**src/rtl/comparator_serial64.sv**
```systemverilog
// comparator_serial64
//   Multi-cycle magnitude comparator. Takes one operand pair over a
//   valid/ready handshake, scans it MSB-first DIGIT bits per cycle and stops
//   at the first digit that differs. It returns EQ, signed LT and unsigned LTu,
//   with the same meaning as the parallel comparator tree.
//
// Parameters
//   WIDTH  operand width, a multiple of DIGIT
//   DIGIT  bits examined per RUN cycle, a power of two in 1..WIDTH
//
// Ports
//   clk        rising-edge clock
//   reset      synchronous, active-high
//   in_valid   A/B pair valid
//   in_ready   pair can be accepted (high only in IDLE)
//   A, B       operands (two's complement for LT)
//   out_valid  EQ/LT/LTu valid (DONE state)
//   out_ready  consumer accepts the result
//   EQ         A == B
//   LT         A < B, signed
//   LTu        A < B, unsigned
//   busy       block is not IDLE
module comparator_serial64 #(
  parameter int WIDTH = 64,
  parameter int DIGIT = 2
) (
  input  logic             clk,
  input  logic             reset,
  input  logic             in_valid,
  output logic             in_ready,
  input  logic [WIDTH-1:0] A,
  input  logic [WIDTH-1:0] B,
  output logic             out_valid,
  input  logic             out_ready,
  output logic             EQ,
  output logic             LT,
  output logic             LTu,
  output logic             busy
);

  localparam int ND = WIDTH / DIGIT;
  localparam int PW = (ND > 1) ? $clog2(ND) : 1;
  localparam logic [PW-1:0] PTR_TOP = PW'(ND - 1);

  typedef enum logic [1:0] {
    IDLE = 2'd0,
    RUN  = 2'd1,
    DONE = 2'd2
  } state_t;

  state_t          state, state_n;
  logic [WIDTH-1:0] a_q, b_q;
  logic [PW-1:0]    ptr;
  logic             sdiff;   // operand sign bits differ
  logic             sa;      // sign bit of A
  logic [DIGIT-1:0] a_dig, b_dig;
  logic             dig_ne;
  logic             dig_lt;
  logic             last;

  // Digit under examination; ptr counts down from the top digit.
  assign a_dig  = a_q[int'(ptr)*DIGIT +: DIGIT];
  assign b_dig  = b_q[int'(ptr)*DIGIT +: DIGIT];
  assign dig_ne = (a_dig != b_dig);
  assign dig_lt = (a_dig < b_dig);
  assign last   = (ptr == '0);

  // Handshake outputs depend on state only, so no input reaches an output
  // combinationally.
  assign in_ready  = (state == IDLE);
  assign busy      = (state != IDLE);
  assign out_valid = (state == DONE);

  always_comb begin
    state_n = state;
    case (state)
      IDLE:    if (in_valid)       state_n = RUN;
      RUN:     if (dig_ne || last) state_n = DONE;
      DONE:    if (out_ready)      state_n = IDLE;
      default:                     state_n = IDLE;
    endcase
  end

  always_ff @(posedge clk) begin
    if (reset) begin
      state <= IDLE;
      a_q   <= '0;
      b_q   <= '0;
      ptr   <= PTR_TOP;
      sdiff <= 1'b0;
      sa    <= 1'b0;
      EQ    <= 1'b0;
      LT    <= 1'b0;
      LTu   <= 1'b0;
    end else begin
      state <= state_n;
      case (state)
        IDLE: begin
          if (in_valid) begin
            a_q   <= A;
            b_q   <= B;
            ptr   <= PTR_TOP;
            sdiff <= A[WIDTH-1] ^ B[WIDTH-1];
            sa    <= A[WIDTH-1];
          end
        end
        RUN: begin
          if (dig_ne) begin
            // First differing digit decides the unsigned order. When the
            // signs differ, the negative operand (sign bit 1) is the smaller.
            EQ  <= 1'b0;
            LTu <= dig_lt;
            LT  <= sdiff ? sa : dig_lt;
          end else if (last) begin
            EQ  <= 1'b1;
            LTu <= 1'b0;
            LT  <= 1'b0;
          end else begin
            ptr <= ptr - PW'(1);
          end
        end
        default: ;  // DONE: flags held until the result handshake
      endcase
    end
  end

endmodule

```
**config.mk**
```make
export PLATFORM = sky130hd
export DESIGN_NAME = comparator_serial64
export DESIGN_NICKNAME = d
export VERILOG_FILES = /design/src/rtl/comparator_serial64.sv
export SDC_FILE = /design/constraint.sdc
export NUM_CORES = 1
export LEC_CHECK = 0
export CORE_MARGIN = 2
export CORE_UTILIZATION = 55
export DETAILED_ROUTE_END_ITERATION = 6
export DONT_BUFFER_PORTS = 1
export GPL_TIMING_DRIVEN = 0
export PLACE_DENSITY = 0.77
export SYNTH_ARGS = -nofsm -noshare
export SYNTH_HDL_FRONTEND = slang
export SYNTH_SLANG_ARGS = --single-unit
```
**constraint.sdc**
```tcl
create_clock -name clk -period 3.8 [get_ports clk]
set_input_delay 0.76 -clock clk [delete_from_list [all_inputs] [get_ports clk]]
set_output_delay 0.76 -clock clk [all_outputs]
set_load 0.01 [all_outputs]
```
==> summary.txt, run 1 <==
Worst setup path
  • Capturing element type of the critical path: flop
  • Master of the slowest instance on the critical path: sky130_fd_sc_hd__mux4_2
  • Crit Path Class: reg2reg
  • Maximum fanout encountered on the critical timing path: 10
  • Crit path cell chain: buf_6 -> buf_12 -> mux4_2 -> a22o_1 -> a211oi_1 -> a21oi_1 -> ha_1 -> nand2_1 -> nor3_1 -> and4_1 -> o21bai_1
  • Peak per-stage delay on the critical path: between 500 and 600 ps
  • Top Family by Delay on Critical Path: simple AND/OR/NAND/NOR gates
  • Element type at the critical path start: flop
  • Data required time at the worst endpoint: ~4200 ps
  • Total buffers and inverters traversed by the critical path: 2
  • Data arrival time of the critical path: between 3000 and 4000 ps

Drt
  • DR pass1 iterations: 5
  • Total Wirelength: around 16 mm
  • Wire length per cell: about 18 um
  • Vias per Instance: 5.84
  • Final routed DRC violation total: 0
  • Vias after detailed routing: between 5k and 6k
  • Remaining antenna violation count after routing: 0
  • Violation count after the first detailed-routing iteration: ~330

Cells and area
  • Number of antenna diodes: 0
  • Number of nets in the layout: 864
  • Non-filler cells, final: 881
  • Area growth, synth to finish: 12.5%
  • Share of final-layout standard cells stronger than drive strength 1: between 10% and 20%

Timing
  • Final clock period utilization by the worst path: around 83%
  • Pin slew with the least headroom to its limit: 721 ps
  • Setup repair after global routing missed its margin: false
  • Aggregate negative setup slack: 0 ps
  • Pins over their slew limit: 0
  • Slew headroom: between 50% and 60%
  • Number of setup violations in the final report: 0
  • Upper clock frequency limit: between 300 and 400 MHz
  • Number of hold violations in the final report: 0
  • Layout Skew: approximately 5.4 ps
  • Clock period minus worst slack: between 3000 and 4000 ps

Yosys
  • Number of unique standard cell types used by synthesis: 44
  • Top cell type's share of synthesized area: roughly 46%
  • Number of synthesized flops with an enable pin: 0
  • Most used flip-flop cell after synthesis: sky130_fd_sc_hd__dfxtp_1
  • Area leader, netlist: sky130_fd_sc_hd__dfxtp_1
  • Warnings, synthesis: 0
  • Instance count of the mapped netlist: 709
  • Async set-reset flop share out of synthesis: 0%
  • Synthesized cell area: roughly 6100 um^2
  • Post-synthesis sequential element count: ~140
  • Mean instance size in the synthesized netlist: 8.62 um^2
  • Synthesized Nets: around 850
  • Sequential share of the synthesized area: between 40% and 50%
  • Main area contributors after synthesis: sky130_fd_sc_hd__dfxtp_1 46%, sky130_fd_sc_hd__nand2_1 16%, sky130_fd_sc_hd__a21oi_1 11%

Floorplanning
  • Number of rows created at floorplan: 38
  • Floorplan die width: about 110 um
  • Number of top-level design ports: about 140
  • Initial standard-cell utilization of the core: 56.4%
  • Die footprint: between 10,000 and 15,000 um^2
  • Core region area: approximately 11,000 um^2
  • Die Y-Extent: ~110 um

Clock tree
  • TritonCTS clock tree: yes
  • Number of buffers created by CTS: 17
  • Htree depth: 4
  • Clock Root Buffer: sky130_fd_sc_hd__clkbuf_8
  • Maximum buffer depth of the clock tree: 2
  • Setup fix buffers added after clock tree synthesis: 0
  • Clock-pin slew reported for the worst setup and hold paths after clock tree synthesis: roughly 60 ps
  • Clock net sink count: between 100 and 150
  • Post-CTS Resized: 0
  • Hold-fix buffer count after cts: 0
  • Clk_lat worst skew: between 500 and 600 ps

Outcome
  • Outcome: complete, no violations

Min path
  • Classification of the worst-slack hold path: in2reg

Placed design
  • I/O Buffers: 0
  • Routability-driven placement congestion ratio: 0.878
  • Placed cell count: about 850
  • HPWL after DPL: 11.6 mm

Global routing
  • Antenna violations before repair: 0
  • Wire length of the first global-routing pass: approximately 25 mm
  • Sum of overflow across all layers after global routing: 0
  • Vias in the first global route: approximately 5k
  • Combined global-route utilization of all metal layers: 27.8%
  • Maximum number of pins on one net before global-route repair: 17

Power
  • Worst IR Drop VDD: 284 uV
  • Leak pwr: roughly 0.0027 uW
  • Power density over the cells: around 570 nW/um^2

Flow run
  • Max capacitance violation total: 0
[synth_stat cells, types with 2 or more instances]
library cell	n
sky130_fd_sc_hd__o31ai_1	2
sky130_fd_sc_hd__mux2i_1	16
sky130_fd_sc_hd__mux4_4	3
sky130_fd_sc_hd__a22o_1	4
sky130_fd_sc_hd__ha_1	4
sky130_fd_sc_hd__o221ai_1	4
sky130_fd_sc_hd__dfxtp_1	139
sky130_fd_sc_hd__mux4_1	9
sky130_fd_sc_hd__buf_2	6
sky130_fd_sc_hd__nor3_1	2
sky130_fd_sc_hd__a211oi_1	10
sky130_fd_sc_hd__xnor2_1	3
sky130_fd_sc_hd__a21o_1	2
sky130_fd_sc_hd__o21bai_1	2
sky130_fd_sc_hd__buf_4	2
sky130_fd_sc_hd__nand2_1	261
sky130_fd_sc_hd__nand2b_1	4
sky130_fd_sc_hd__a21oi_1	136
sky130_fd_sc_hd__and2_1	2
sky130_fd_sc_hd__a22oi_1	5
sky130_fd_sc_hd__buf_6	16
sky130_fd_sc_hd__o22ai_1	4
sky130_fd_sc_hd__nor2_1	7
sky130_fd_sc_hd__mux4_2	12
sky130_fd_sc_hd__inv_1	4
sky130_fd_sc_hd__nor2b_1	3
sky130_fd_sc_hd__clkbuf_1	30
[area by class of cell]
| type | count | area [um^2] |
|---|---|---|
| Fill cell | 943 | 3960 |
| Multi-Input combinational cell | 508 | 2930 |
| Sequential cell | 139 | 2780 |
| Clock buffer | 17 | 414 |
| Buffer | 58 | 384 |
| Clock inverter | 15 | 175 |
| Tap cell | 140 | 175 |
| Inverter | 4 | 15.0 |
[sequential cells by signal, indices dropped and copies added (netlist names)]
signal  cells
state       2
a_q        64
LTu         1
LT          1
b_q        64
ptr         5
EQ          1
sdiff       1
[kinds of logic after synthesis]
| group | count (synthesis) | synth area share, % |
|---|---|---|
| and+or+nand+nor | 288 | 18.8 |
| DFF | 139 | 45.5 |
| xor gates and xnor gates | 3 | 0.430 |
| buffers and inverters | 62 | 6.53 |
| AOI/OAI and AO/OA | 173 | 15.8 |
| adders and majority gates | 4 | 0.819 |
| muxes | 40 | 12.1 |
[report_power, final]
group | total [uW] | internal [uW] | switching, uW
sequential | 1660 | 1590 | 70.6
combinational | 638 | 260 | 377
clock | 1640 | 998 | 646
[layer usage]
layer	track usage (%)	wire length, um	vias up
met5	0	0	-
met4	11.2	306	0
met3	7.82	1240	27
met2	47.5	8170	195
met1	33.0	6570	2466
li1	-	-	2455
[cell usage in the layout (no fill, tap or decap), types with 3 or more instances in the layout]
master and count:
sky130_fd_sc_hd__o221ai_1 4, sky130_fd_sc_hd__mux2i_1 16, sky130_fd_sc_hd__mux4_4 3, sky130_fd_sc_hd__clkinvlp_4 4, sky130_fd_sc_hd__buf_6 16, sky130_fd_sc_hd__clkinv_4 3, sky130_fd_sc_hd__o22ai_1 4, sky130_fd_sc_hd__nand2_1 261
sky130_fd_sc_hd__inv_1 4, sky130_fd_sc_hd__mux4_1 9, sky130_fd_sc_hd__dfxtp_1 139, sky130_fd_sc_hd__clkbuf_16 16, sky130_fd_sc_hd__nand2b_1 4, sky130_fd_sc_hd__bufinv_16 3, sky130_fd_sc_hd__buf_2 6, sky130_fd_sc_hd__clkinv_2 4
sky130_fd_sc_hd__a21oi_1 136, sky130_fd_sc_hd__nor2b_1 3, sky130_fd_sc_hd__ha_1 4, sky130_fd_sc_hd__a22o_1 4, sky130_fd_sc_hd__xnor2_1 3, sky130_fd_sc_hd__clkbuf_1 30, sky130_fd_sc_hd__a22oi_1 5, sky130_fd_sc_hd__nor2_1 7
sky130_fd_sc_hd__mux4_2 12, sky130_fd_sc_hd__a211oi_1 10
[path summary, 6_finish.rpt]
kind	start	to	slack (ps)	cells past startpoint
min reg2reg	a_q[24]	a_q[24]	450	2
min	A[50]	a_q[50]	350	2
max reg2reg	ptr[0]	ptr[3]	630	11
max	ptr[0]	ptr[3]	630	11
[per-stage QoR]
stage / power (uW) / worst slack, ps / utilization [%] / hold WS, ps / instance area (um^2)
final: 3940 / 632 / 63.5 / 353 / 6880
after global routing: 4080 / 463 / 63.5 / 351 / 6880
after CTS: 3930 / 661 / 63.5 / 351 / 6880
after detailed placement: 2310 / 691 / 58.0 / 444 / 6290
after global placement: 2280 / 698 / 58.0 / 438 / 6290
after floorplan: 2150 / 1140 / - / 432 / 6110
Power figures use the tool's default switching activity.
==> inputs of run 2 (changes only) <==
- clock period: 3.8 -> 3.2 ns (I/O delays scaled with it)
==> run 2 against run 1 <==
  * Clock skew is 0.58 ps higher
  * Global-route usage unchanged
  * Total power up 19%
  * Critical path type unchanged
==> summary.txt, run 2 (same netlist as run 1, synthesis figures left out) <==
Placed design
  • Routability-driven placement congestion ratio: 0.878
  • I/O Buffers: 0
  • HPWL after DPL: 11.6 mm

Cells and area
  • Number of nets in the layout: 864
  • Final core utilization: 63.6%
  • Commonest cells after routing, fill and taps aside: 261 x sky130_fd_sc_hd__nand2_1, 139 x sky130_fd_sc_hd__dfxtp_1, 136 x sky130_fd_sc_hd__a21oi_1
  • Most common cell after layout, fill and taps aside: sky130_fd_sc_hd__nand2_1
  • Total area of multi-input combinational cells: approximately 2900 um^2
  • Area growth, synth to finish: 12.7%
  • Share of final-layout standard cells stronger than drive strength 1: 10.7%
  • Area taken by flip-flops and latches: around 2800 um^2
  • Number of antenna diodes: 0
  • Leading registers by flop count: a_q: 64 flops, b_q: 64 flops, ptr: 5 flops
  • Fill cells: approximately 940

Power
  • Power density over the cells: approximately 680 nW/um^2
  • Clock share of power: approximately two fifths
  • Leak pwr: around 0.0027 uW
  • Switching part of the total: 27.7%
  • Logic pwr share: approximately 16%
  • Worst IR Drop VDD: between 300 and 400 uV
  • Net switching power: 1300 uW
  • Overall power of the completed layout: between 4000 and 5000 uW
  • Seq pwr share: between 40% and 50%
  • Cell-internal power: around 3400 uW

Drt
  • Wire length per cell: ~19 um
  • Vias per Instance: 5.87
  • Vias after detailed routing: roughly 5.2k
  • Total Wirelength: 16.3 mm
  • Remaining antenna violation count after routing: 0
  • Final routed DRC violation total: 0
  • DR pass1 iterations: 5
  • Violation count after the first detailed-routing iteration: 331

Clock tree
  • Maximum buffer depth of the clock tree: 2
  • TritonCTS clock tree: yes
  • Clock-pin slew reported for the worst setup and hold paths after clock tree synthesis: ~60 ps
  • Hold-fix buffer count after cts: 0
  • Number of buffers created by CTS: 17
  • Clock net sink count: 139
  • Htree depth: 4
  • Clk_lat worst skew: roughly 530 ps
  • Clock Root Buffer: sky130_fd_sc_hd__clkbuf_8
  • Setup fix buffers added after clock tree synthesis: 0

Worst setup path
  • Peak per-stage delay on the critical path: 530 ps
  • Top Family by Delay on Critical Path: compound AO/OA/AOI/OAI gates
  • Crit Path Class: reg2reg
  • Total buffers and inverters traversed by the critical path: 2
  • Element type at the critical path start: flop
  • Crit path cell chain: buf_6 -> buf_12 -> mux4_2 -> a22o_1 -> a211oi_1 -> a21oi_1 -> ha_1 -> nand2_1 -> nor3_2 -> and4_1 -> o21bai_1
  • Data required time at the worst endpoint: around 3600 ps
  • Data arrival time of the critical path: between 3000 and 4000 ps
  • Master of the slowest instance on the critical path: sky130_fd_sc_hd__mux4_2
  • Maximum fanout encountered on the critical timing path: 10
  • Capturing element type of the critical path: flop

Global routing
  • Sum of overflow across all layers after global routing: 0
  • Vias in the first global route: 5,092
  • Maximum number of pins on one net before global-route repair: 17
  • Combined global-route utilization of all metal layers: 27.8%
  • Antenna violations before repair: 0
  • Wire length of the first global-routing pass: 24.9 mm

Timing
  • Layout Skew: between 5 and 6 ps
  • Slew headroom: slightly above 50%
  • Pin slew with the least headroom to its limit: 741 ps
  • Clock period minus worst slack: around 3000 ps
  • Number of setup violations in the final report: 0
  • Upper clock frequency limit: approximately 330 MHz
  • Number of hold violations in the final report: 0
  • Final clock period utilization by the worst path: 94.7%
  • Pins over their slew limit: 0

Floorplanning
  • Floorplan die width: 109 um
  • Core region area: about 11,000 um^2
  • Initial standard-cell utilization of the core: a little under three fifths
  • Die footprint: 12,000 um^2
  • Number of top-level design ports: 138
  • Die Y-Extent: 109 um
  • Number of rows created at floorplan: 38

Outcome
  • Outcome: complete, no violations

Min path
  • Classification of the worst-slack hold path: in2reg

Flow run
  • Max capacitance violation total: 0
==> run 2: layout make-up <==
type	instances	area share [%]
buffer	58	5.58
multi-input combinational	508	42.7
inverter	4	0.218
tap	140	2.54
sequential	139	40.4
clock buffer	17	6.01
clock inverter	15	2.54
==> run 2: per-layer routing <==
| layer | part of all wire (%) | track usage, % | vias to the layer above | wire length, um |
|---|---|---|---|---|
| met3 | 8.2 | 7.82 | 39 | 1340 |
| met5 | 0 | 0 | - | 0 |
| li1 | - | - | 2464 | - |
| met2 | 50 | 47.5 | 228 | 8120 |
| met1 | 40 | 33.0 | 2440 | 6480 |
| met4 | 2.5 | 11.2 | 0 | 409 |
==> run 2: worst reg2reg max path, cell delays in order, from the launching register on <==
cell and delay [ps]:
sky130_fd_sc_hd__dfxtp_1 320, sky130_fd_sc_hd__buf_6 150, sky130_fd_sc_hd__buf_12 180, sky130_fd_sc_hd__mux4_2 530, sky130_fd_sc_hd__a22o_1 220, sky130_fd_sc_hd__a211oi_1 340
sky130_fd_sc_hd__a21oi_1 100, sky130_fd_sc_hd__ha_1 330, sky130_fd_sc_hd__nand2_1 130, sky130_fd_sc_hd__nor3_2 290, sky130_fd_sc_hd__and4_1 250, sky130_fd_sc_hd__o21bai_1 70
==> run 2: power by group through the flow <==
stage	clock network [uW]	logic [uW]	registers, uW
3_3_place_gp	0	720	1990
4_1_cts	1960	752	1970
2_1_floorplan	0	583	1970
5_1_grt	2030	837	1980
6_report	1940	764	1970
3_5_place_dp	0	743	2000
==> run 2: path summary, 6_finish.rpt <==
check                             start  cells after the start       to  slack, ps
worst max register to register   ptr[0]                     11   ptr[3]        170
worst min-delay path              A[27]                      2  a_q[27]        240
worst max-delay path             ptr[0]                     11   ptr[3]        170
worst min register to register  a_q[24]                      2  a_q[24]        450
==> run 2: stage by stage <==
stage	area (um^2)	hold slack [ps]	TNS, ps	cells	setup slack [ps]
5_1_grt	6890	231	-17.0	881	-11.8
3_3_place_gp	6290	438	0	849	97.8
2_1_floorplan	6110	432	0	709	541
4_1_cts	6880	231	0	881	60.6
3_5_place_dp	6290	444	0	849	90.8
6_report	6890	237	0	881	170
==> run 2: repair_timing <==
item / CTS / global route
endpoints found under the hold margin: 0 / 0
resized for setup: 0 / 2
endpoints found under the setup margin: 0 / 3
==> inputs of run 3 (changes only) <==
- clock period: 3.2 -> 3.25 ns (I/O delays scaled with it)
==> run 3 against run 2 <==
  * Sequential power about the same
  * Clock power about the same
  * Routed wire length increased by 0.15%
  * Via count decreased by 0.48%
  * Critical path type unchanged
  * Critical endpoint unchanged
  * Largest cell class unchanged
==> summary.txt, run 3 (same netlist as run 1, synthesis figures left out) <==
Outcome
  • Outcome: complete, no violations

Floorplanning
  • Die Y-Extent: roughly 110 um
  • Core region area: 10,800 um^2
  • Number of rows created at floorplan: 38
  • Number of top-level design ports: between 100 and 150
  • Floorplan die width: 109 um
  • Die footprint: around 12,000 um^2
  • Initial standard-cell utilization of the core: between 50% and 60%

Worst setup path
  • Element type at the critical path start: flop
  • Data required time at the worst endpoint: around 3700 ps
  • Peak per-stage delay on the critical path: about 530 ps
  • Critical R2R Launch: ptr[0]
  • Total buffers and inverters traversed by the critical path: 2
  • Maximum fanout encountered on the critical timing path: 10
  • Capturing element type of the critical path: flop
  • Reg2Reg Depth: 11
  • Master of the slowest instance on the critical path: sky130_fd_sc_hd__mux4_2
  • Most repeated library cell on the critical path: sky130_fd_sc_hd__a21oi_1
  • Crit path cell chain: buf_6 -> buf_12 -> mux4_2 -> a22o_1 -> a211oi_1 -> a21oi_1 -> ha_1 -> nand2_1 -> o31ai_1 -> a21oi_1 -> o21bai_1
  • Crit. Startpoint: ptr[0]
  • Worst r2r dst: ptr[3]
  • Slack of the worst reg-to-reg path: 140 ps
  • Crit Path Class: reg2reg
  • Critical path depth in cells: 11
  • Top Family by Delay on Critical Path: compound AO/OA/AOI/OAI gates
  • Data arrival time of the critical path: approximately 3600 ps

Clock tree
  • Clock Root Buffer: sky130_fd_sc_hd__clkbuf_8
  • Htree depth: 4
  • Clock-pin slew reported for the worst setup and hold paths after clock tree synthesis: 60 ps
  • Hold-fix buffer count after cts: 0
  • Clk_lat worst skew: 530 ps
  • TritonCTS clock tree: yes
  • Maximum buffer depth of the clock tree: 2
  • Number of buffers created by CTS: 17
  • Post-CTS Resized: 0
  • Clock net sink count: 139
  • Setup fix buffers added after clock tree synthesis: 0

Drt
  • Wire length per cell: about 19 um
  • Violation count after the first detailed-routing iteration: 359
  • DR pass1 iterations: 7
  • Final routed DRC violation total: 0
  • Remaining antenna violation count after routing: 0
  • Total Wirelength: 16.4 mm
  • Vias per Instance: 5.84
  • Vias after detailed routing: a little over 5k

Power
  • Power density over the cells: around 670 nW/um^2
  • Worst IR Drop VDD: ~330 uV
  • Leak pwr: around 0.0027 uW
  • Overall power of the completed layout: between 4000 and 5000 uW

Placed design
  • I/O Buffers: 0
  • Routability-driven placement congestion ratio: ~0.9
  • HPWL after DPL: around 12 mm

Global routing
  • Wire length of the first global-routing pass: 24.9 mm
  • Combined global-route utilization of all metal layers: 27.8%
  • Vias in the first global route: 5,092
  • Maximum number of pins on one net before global-route repair: 17
  • Antenna violations before repair: 0
  • Sum of overflow across all layers after global routing: 0

Cells and area
  • Fill cells: 942
  • Share of final-layout standard cells stronger than drive strength 1: roughly a tenth
  • Most common cell after layout, fill and taps aside: sky130_fd_sc_hd__nand2_1
  • Commonest cells after routing, fill and taps aside: 261 x sky130_fd_sc_hd__nand2_1, 139 x sky130_fd_sc_hd__dfxtp_1, 136 x sky130_fd_sc_hd__a21oi_1
  • Number of antenna diodes: 0
  • Area growth, synth to finish: 12.6%
  • Leading registers by flop count: a_q: 64 flops, b_q: 64 flops, ptr: 5 flops
  • Number of nets in the layout: around 860

Timing
  • Layout Skew: approximately 5.3 ps
  • Number of hold violations in the final report: 0
  • Pin slew with the least headroom to its limit: 712 ps
  • Final clock period utilization by the worst path: a little over nine tenths
  • Upper clock frequency limit: about 320 MHz
  • Pins over their slew limit: 0
  • Clock period minus worst slack: ~3100 ps
  • Aggregate negative setup slack: 0 ps
  • Setup repair after global routing missed its margin: false
  • Slew headroom: 52.3%
  • Number of setup violations in the final report: 0

Min path
  • Number of cells on the worst hold path: 2
  • Classification of the worst-slack hold path: in2reg
  • Hold_sp: A[50]
  • Hold Path Sink: a_q[50]

Flow run
  • Max capacitance violation total: 0
==> run 3: stage by stage <==
step	hold WS, ps	setup WS, ps	instances	utilization, %	cell area, um^2
CTS	241	111	881	63.5	6880
floorplan	432	591	709	-	6110
detailed placement	444	141	849	58.0	6290
finish	243	142	881	63.5	6880
global route	241	23.4	881	63.5	6880
global placement	438	148	849	58.0	6290
==> run 3: final cells by class <==
| cell class | instances | area (um^2) | area share (%) |
|---|---|---|---|
| Tap cell | 140 | 175 | 2.54 |
| Inverter | 4 | 15.0 | 0.218 |
| Clock inverter | 15 | 175 | 2.54 |
| Clock buffer | 17 | 414 | 6.02 |
| Buffer | 58 | 384 | 5.58 |
| Sequential cell | 139 | 2780 | 40.4 |
| Multi-Input combinational cell | 508 | 2940 | 42.7 |
==> run 3: per-layer routing <==
layer	vias to the layer above	track usage, %	wire length [um]
li1	2460	-	-
met4	0	11.2	375
met3	34	7.82	1120
met1	2459	33.0	6700
met2	193	47.5	8180
met5	-	0	0
==> run 3: worst reg2reg max path, cell delays in order (launching register included) <==
cell and delay [ps]:
sky130_fd_sc_hd__dfxtp_1 330, sky130_fd_sc_hd__buf_6 150, sky130_fd_sc_hd__buf_12 180, sky130_fd_sc_hd__mux4_2 530
sky130_fd_sc_hd__a22o_1 220, sky130_fd_sc_hd__a211oi_1 350, sky130_fd_sc_hd__a21oi_1 110, sky130_fd_sc_hd__ha_1 340
sky130_fd_sc_hd__nand2_1 120, sky130_fd_sc_hd__o31ai_1 410, sky130_fd_sc_hd__a21oi_1 130, sky130_fd_sc_hd__o21bai_1 180
==> run 3: how the worst max path moves through the flow <==
stage	slack (ps)	end
floorplan	590	ptr[3]
global placement	150	ptr[3]
detailed placement	140	ptr[3]
CTS	110	ptr[3]
global route	20	ptr[3]
finish	140	ptr[3]
==> run 3: power by group <==
part | internal [uW] | switching (uW) | leakage [uW]
Clock | 1170 | 757 | 0.000280
Combinational | 305 | 446 | 0.00133
Sequential | 1860 | 82.5 | 0.00114
Total | 3330 | 1290 | 0.00275
